File: src/rtl/hazard_pkg.sv
// Shared types for the execute-stage hazard controller: forward-select codes,
// pipeline slot control bits and the controller FSM states.
package hazard_pkg;

    localparam logic [1:0] FWD_RF  = 2'b00;
    localparam logic [1:0] FWD_WB  = 2'b01;
    localparam logic [1:0] FWD_MEM = 2'b10;

    // Register addresses live beside this struct so their width can follow REG_ADDR_W.
    typedef struct packed {
        logic valid;
        logic reg_write;
        logic mem_read;
        logic use_rs1;
        logic use_rs2;
    } slot_ctrl_t;

    localparam int CTRL_W = $bits(slot_ctrl_t);

    typedef enum logic [1:0] {
        ST_RUN   = 2'b00,
        ST_STALL = 2'b01,
        ST_FLUSH = 2'b10
    } hz_state_t;

endpackage

File: src/rtl/hazard_slot_reg.sv
// One pipeline slot (EX, MEM or WB) of hazard bookkeeping; synchronous clear on
// rst, and bubble zeroes the control bits so the slot reads as empty.
module hazard_slot_reg
    import hazard_pkg::*;
#(
    parameter int REG_ADDR_W = 5
) (
    input  logic                  clk,
    input  logic                  rst,
    input  logic                  bubble,
    input  logic [CTRL_W-1:0]     nxt_ctrl,
    input  logic [REG_ADDR_W-1:0] nxt_rd,
    input  logic [REG_ADDR_W-1:0] nxt_rs1,
    input  logic [REG_ADDR_W-1:0] nxt_rs2,
    output logic [CTRL_W-1:0]     ctrl,
    output logic [REG_ADDR_W-1:0] rd,
    output logic [REG_ADDR_W-1:0] rs1,
    output logic [REG_ADDR_W-1:0] rs2
);

    always_ff @(posedge clk) begin
        if (rst) begin
            ctrl <= '0;
            rd   <= '0;
            rs1  <= '0;
            rs2  <= '0;
        end else begin
            ctrl <= bubble ? '0 : nxt_ctrl;
            rd   <= nxt_rd;
            rs1  <= nxt_rs1;
            rs2  <= nxt_rs2;
        end
    end

endmodule

File: src/rtl/hazard_forward_ctrl.sv
// Execute-stage forwarding, load-use stall and branch flush control.
// Define HAZARD_FWD_EN for operand forwarding; otherwise every RAW hazard stalls.
module hazard_forward_ctrl
    import hazard_pkg::*;
#(
    parameter int REG_ADDR_W = 5,
    parameter int CNT_W      = 16
) (
    input  logic                  clk,
    input  logic                  rst,
    input  logic                  id_valid,
    input  logic [REG_ADDR_W-1:0] id_rs1,
    input  logic [REG_ADDR_W-1:0] id_rs2,
    input  logic                  id_use_rs1,
    input  logic                  id_use_rs2,
    input  logic [REG_ADDR_W-1:0] id_rd,
    input  logic                  id_reg_write,
    input  logic                  id_mem_read,
    input  logic                  ex_branch_taken,
    output logic [1:0]            fwd_sel_a,
    output logic [1:0]            fwd_sel_b,
    output logic                  stall,
    output logic                  flush_id,
    output logic                  flush_ex,
    output logic [CNT_W-1:0]      stall_count
);

    slot_ctrl_t            id_ctrl, ex_ctrl, mem_ctrl, wb_ctrl;
    logic [REG_ADDR_W-1:0] ex_rd, ex_rs1, ex_rs2, mem_rd, wb_rd;
    logic                  hazard;
    logic                  unused_bits;
    hz_state_t             state;

    function automatic logic writes(slot_ctrl_t c, logic [REG_ADDR_W-1:0] rd,
                                    logic [REG_ADDR_W-1:0] r);
        return c.valid && c.reg_write && (rd == r) && (r != '0);
    endfunction

    always_comb begin
        id_ctrl = '0;
        if (id_valid) begin
            id_ctrl.valid     = 1'b1;
            id_ctrl.reg_write = id_reg_write;
            id_ctrl.mem_read  = id_mem_read;
            id_ctrl.use_rs1   = id_use_rs1;
            id_ctrl.use_rs2   = id_use_rs2;
        end
    end

    hazard_slot_reg #(.REG_ADDR_W(REG_ADDR_W)) u_ex (
        .clk(clk), .rst(rst), .bubble(stall | flush_ex),
        .nxt_ctrl(id_ctrl), .nxt_rd(id_rd), .nxt_rs1(id_rs1), .nxt_rs2(id_rs2),
        .ctrl(ex_ctrl), .rd(ex_rd), .rs1(ex_rs1), .rs2(ex_rs2)
    );

    hazard_slot_reg #(.REG_ADDR_W(REG_ADDR_W)) u_mem (
        .clk(clk), .rst(rst), .bubble(1'b0),
        .nxt_ctrl(ex_ctrl), .nxt_rd(ex_rd), .nxt_rs1('0), .nxt_rs2('0),
        .ctrl(mem_ctrl), .rd(mem_rd), .rs1(), .rs2()
    );

    hazard_slot_reg #(.REG_ADDR_W(REG_ADDR_W)) u_wb (
        .clk(clk), .rst(rst), .bubble(1'b0),
        .nxt_ctrl(mem_ctrl), .nxt_rd(mem_rd), .nxt_rs1('0), .nxt_rs2('0),
        .ctrl(wb_ctrl), .rd(wb_rd), .rs1(), .rs2()
    );

`ifdef HAZARD_FWD_EN
    function automatic logic [1:0] fwd_src(logic use_src, logic [REG_ADDR_W-1:0] src);
        if (!use_src)                     return FWD_RF;
        if (writes(mem_ctrl, mem_rd, src)) return FWD_MEM;
        if (writes(wb_ctrl, wb_rd, src))   return FWD_WB;
        return FWD_RF;
    endfunction

    assign fwd_sel_a = rst ? FWD_RF : fwd_src(ex_ctrl.use_rs1, ex_rs1);
    assign fwd_sel_b = rst ? FWD_RF : fwd_src(ex_ctrl.use_rs2, ex_rs2);

    // Only a load in EX is too late to forward; everything else is bypassed.
    assign hazard = id_valid && ex_ctrl.mem_read &&
                    ((id_use_rs1 && writes(ex_ctrl, ex_rd, id_rs1)) ||
                     (id_use_rs2 && writes(ex_ctrl, ex_rd, id_rs2)));

    assign unused_bits = ^{mem_ctrl.mem_read, mem_ctrl.use_rs1, mem_ctrl.use_rs2,
                           wb_ctrl.mem_read, wb_ctrl.use_rs1, wb_ctrl.use_rs2};
`else
    function automatic logic src_busy(logic use_src, logic [REG_ADDR_W-1:0] src);
        return use_src && (writes(ex_ctrl, ex_rd, src) ||
                           writes(mem_ctrl, mem_rd, src) ||
                           writes(wb_ctrl, wb_rd, src));
    endfunction

    assign fwd_sel_a = FWD_RF;
    assign fwd_sel_b = FWD_RF;

    // No bypass anywhere: hold the consumer until its producer has left WB.
    assign hazard = id_valid && (src_busy(id_use_rs1, id_rs1) || src_busy(id_use_rs2, id_rs2));

    assign unused_bits = ^{ex_rs1, ex_rs2, ex_ctrl.mem_read, ex_ctrl.use_rs1, ex_ctrl.use_rs2,
                           mem_ctrl.mem_read, mem_ctrl.use_rs1, mem_ctrl.use_rs2,
                           wb_ctrl.mem_read, wb_ctrl.use_rs1, wb_ctrl.use_rs2};
`endif

    assign flush_id = ex_branch_taken && !rst;
    assign flush_ex = ex_branch_taken && !rst;
    assign stall    = hazard && !ex_branch_taken && !rst;

    always_ff @(posedge clk) begin
        if (rst) begin
            state       <= ST_RUN;
            stall_count <= '0;
        end else begin
            if (flush_ex)   state <= ST_FLUSH;
            else if (stall) state <= ST_STALL;
            else            state <= ST_RUN;
            if (stall && stall_count != '1)
                stall_count <= stall_count + CNT_W'(1);
        end
    end

    // A flush or stall always leaves a bubble in EX behind it.
    always_ff @(posedge clk) begin
        if (!rst && state == ST_FLUSH)
            assert (!ex_ctrl.valid);
`ifdef HAZARD_FWD_EN
        if (!rst && state == ST_STALL)
            assert (!stall);
`endif
    end

endmodule

File: config.mk
export PLATFORM = sky130hd
export DESIGN_NAME = hazard_forward_ctrl
export DESIGN_NICKNAME = d
export VERILOG_FILES = /design/src/rtl/hazard_pkg.sv /design/src/rtl/hazard_slot_reg.sv /design/src/rtl/hazard_forward_ctrl.sv
export SDC_FILE = /design/constraint.sdc
export NUM_CORES = 1
export LEC_CHECK = 0
export ABC_AREA = 0
export CAP_MARGIN = 20
export CORE_ASPECT_RATIO = 0.75
export CORE_UTILIZATION = 49
export DETAILED_ROUTE_END_ITERATION = 10
export PLACE_DENSITY_LB_ADDON = 0.15
export SKIP_LAST_GASP = 1
export SYNTH_ARGS = -nofsm -noshare
export SYNTH_HDL_FRONTEND = slang
export SYNTH_SLANG_ARGS = --single-unit
File: constraint.sdc
create_clock -name clk -period 2.9 [get_ports clk]
set_input_delay 0.725 -clock clk [delete_from_list [all_inputs] [get_ports clk]]
set_output_delay 0.725 -clock clk [all_outputs]
set_load 0.02 [all_outputs]
==> results.py <==
metrics = {
    "power_and_ir_drop": {
        "internal-power_uw": 836,
        "p_switching_uw": 256,
        "combinationalPowerShare_pct": 10.3,
        "clkPwrFrac_pct": 41.1,
        "ir_drop_v": 0.000350,
        "p_leak_nw": 0.958,
        "total_power_mw": 1.09,
        "p_seq_share_pct": 48.5,
        "swShare_pct": 23.4,
        "power_density_mw_per_mm2": 417,
    },
    "finish": {
        "nNetsFinal": 289,
        "areaGrowthSynthToFinish_pct": 40.1,
        "seqCellArea_um2": 741,
        "drive_gt1_share_pct": 19.5,
        "fill_cells": 297,
        "diodes": 0,
        "multi_input_area_mm2": 0.00112,
        "postLayoutCellArea_mm2": 0.00262,
        "instances_no_fill": 318,
    },
    "grt": {
        "grt_pass1_vias": 1486,
        "antenna_found_initial": 0,
        "overflow": 0,
        "grt_usage_pct": 23.7,
        "grt_pass1_wl_um": 7120,
        "grt_max_degree": 38,
    },
    "clocking": {
        "cts_hold_buf": 0,
        "insertion_delay_ps": 290,
        "cts_tree": "built",
        "h-tree-depth": 2,
        "clkSinkCount": 37,
        "clk_pin_slew_ps": 70,
        "clock_path_buffers": 2,
        "cts_buffers": 5,
        "root_buffer": "clkbuf_8",
    },
    "synth": {
        "async_flop_share_pct": 0,
        "synth_commonest_cells": "37 x dfxtp_1, 24 x xnor2_1, 21 x nor2b_1",
        "synth_edf_count": 0,
        "yosysTopAreaCell": "dfxtp_1",
        "syn_area_per_cell_um2": 9.20,
        "synthFlopType": "dfxtp_1",
        "ys_types": 39,
        "yosysMostFrequentCell": "dfxtp_1",
        "ys_ff_latch": 37,
        "ys_seq_area_share_pct": 39.7,
        "syn-instance-count": 203,
        "yosys_warnings": 0,
        "synth_area_leaders": "dfxtp_1 40%, xnor2_1 11%, nor2b_1 7.0%, xor2_1 3.3%, a21oi_1 3.2%",
        "synth.top_cell.area_share_pct": 39.7,
        "synth_area_mm2": 0.00187,
    },
    "timing": {
        "hold_violations": 0,
        "rsz0062_at_grt": "true",
        "fmax_mhz": 344,
        "hold_slack_ps": 470,
        "final.setup_skew_ps": 6.97,
        "finalCritPeriodShare_pct": 100,
        "setup_viol": 1,
        "period_minus_slack_ps": 2910,
        "setup_slack_ps": -5.25,
        "drv_slew": 0,
    },
    "floorplanning": {
        "die-area_mm2": 0.00407,
        "fp.dieW_um": 73.3,
        "io_pins": 46,
        "initial_core_util_pct": 51.0,
        "die_h_um": 55.5,
        "core_area_mm2": 0.00366,
        "row_count": 19,
    },
    "setup_path": {
        "r2r_start": "stall_count[0]$_SDFFE_PP0P_",
        "crit_arrival_ps": 2180,
        "cp.required_ps": 2170,
        "start_kind": "input pin",
        "rr_endpoint": "stall_count[7]$_SDFFE_PP0P_",
        "path_max_fanout": 4,
        "rrSetupSlack_ps": 380,
        "r2r_cells": 9,
        "crit_type": "in2out",
        "crit_path_end_kind": "output pin",
    },
    "placement": {
        "place_inst": 305,
        "placed_area_mm2": 0.00241,
        "io_buffer_count": 40,
        "place.gp.congestion": 0.876,
        "dp_hpwl_um": 3130,
    },
    "detailed_routing": {
        "drc": 0,
        "drt_iter0_markers": 108,
        "dr_total_vias": 1721,
        "wl_per_cell_um": 14.5,
        "post_drt_via_cell_ratio": 5.41,
        "firstDrtPassIters": 4,
        "antenna_left": 0,
        "drt_wl_total_um": 4610,
    },
    "hold_path": {
        "hold_class": "reg2reg",
        "hp-start": "u_mem.ctrl[3]$_SDFF_PP0_",
        "hold_path_end": "u_wb.ctrl[3]$_SDFF_PP0_",
        "holdPathStages": 1,
    },
    "status": {
        "status": "complete, but fails checks",
        "violations": "setup timing",
    },
    "run": {
        "cap_violations": 0,
    },
}
## metrics by stage
stage	setup TNS (ps)	setup slack, ps	utilization (%)
after floorplan	0	184	-
after global placement	-4170	-874	65.9
after detailed placement	-4320	-891	65.9
after CTS	-14.7	-14.7	70.1
after global routing	-106	-106	71.5
final	-5.25	-5.25	71.5
## sequential cells by signal, indices dropped and copies added (netlist names)
| name | cells |
|---|---|
| u_wb.ctrl | 2 |
| u_ex.rd | 5 |
| u_wb.rd | 5 |
| u_mem.rd | 5 |
| u_ex.ctrl | 2 |
| stall_count | 16 |
| u_mem.ctrl | 2 |
## how the worst max path moves through the flow
stage	slack (ps)	to	start	cells past startpoint
detailed placement	-890	stall	id_rs2[1]	7
global placement	-870	stall	id_rs2[1]	7
global route	-110	stall	id_rs2[4]	7
finish	-5	stall	id_rs2[4]	7
CTS	-10	stall	id_rs2[4]	7
floorplan	180	stall	id_rs1[0]	5
## critical path: stages
cell and delay (ps):
dlygate4sd2_1 310, xnor2_1 140, nand4_1 90, or3_4 390, and3_2 230, o32ai_4 130
buf_6 160
## repair_timing
action | 4_1_cts | 5_1_grt
buffers inserted | 1 | 3
resized for setup | 27 | 11
endpoints found under the setup margin | 3 | 12
gates cloned | 0 | 1
pin swaps | 3 | 5
## routing by layer
| metal | vias to the layer above | track usage [%] | wire length (µm) |
|---|---|---|---|
| met3 | 9 | 7.12 | 272 |
| met1 | 811 | 35.8 | 2300 |
| met4 | 0 | 9.34 | 75 |
| met5 | - | 0 | 0 |
| li1 | 840 | - | - |
| met2 | 61 | 31.1 | 1960 |
## power groups by stage
stage | sequential (mW) | combinational, mW | clock [mW]
after floorplan | 0.537 | 0.0621 | 0
after global placement | 0.541 | 0.109 | 0
after detailed placement | 0.541 | 0.110 | 0
after CTS | 0.529 | 0.110 | 0.454
after global routing | 0.531 | 0.122 | 0.482
final | 0.530 | 0.113 | 0.449
## cell type report
cell class                 count  area share (%)
clock buffer                   5            2.63
sequential                    37            28.3
tap                           52            2.49
clock inverter                 3            1.77
timing repair buffer          62            21.9
multi-input combinational    159            42.9
## kinds of logic after synthesis
group                    count (synthesis)  synth area share [%]
buffers and inverters                   11                  4.22
adder cells (fa/ha/maj)                  1                 0.670
AND/OR/NAND/NOR                         85                  27.3
XOR/XNOR                                31                  14.5
flip-flops                              37                  39.7
AO/OA/AOI/OAI                           36                  12.9
multiplexers                             1                 0.536
other                                    1                 0.201
## cell usage in the layout, fill, tap and decap left out, types with 3 or more instances in the layout
master	count
a21oi_1	12
nor3_2	3
clkdlybuf4s50_1	25
or3_1	5
clkbuf_8	5
and3_1	6
nand2_1	12
o21ai_1	6
xor2_1	7
nor2b_1	21
dfxtp_1	37
conb_1	4
buf_4	20
o31ai_1	5
or4_1	7
xnor2_1	23
nand4_1	8
nand3_1	5
dlygate4sd2_1	8
o21ai_0	4
or3_4	3
dlymetal6s2s_1	3
nor2_1	5
Power figures use the tool's default switching activity.
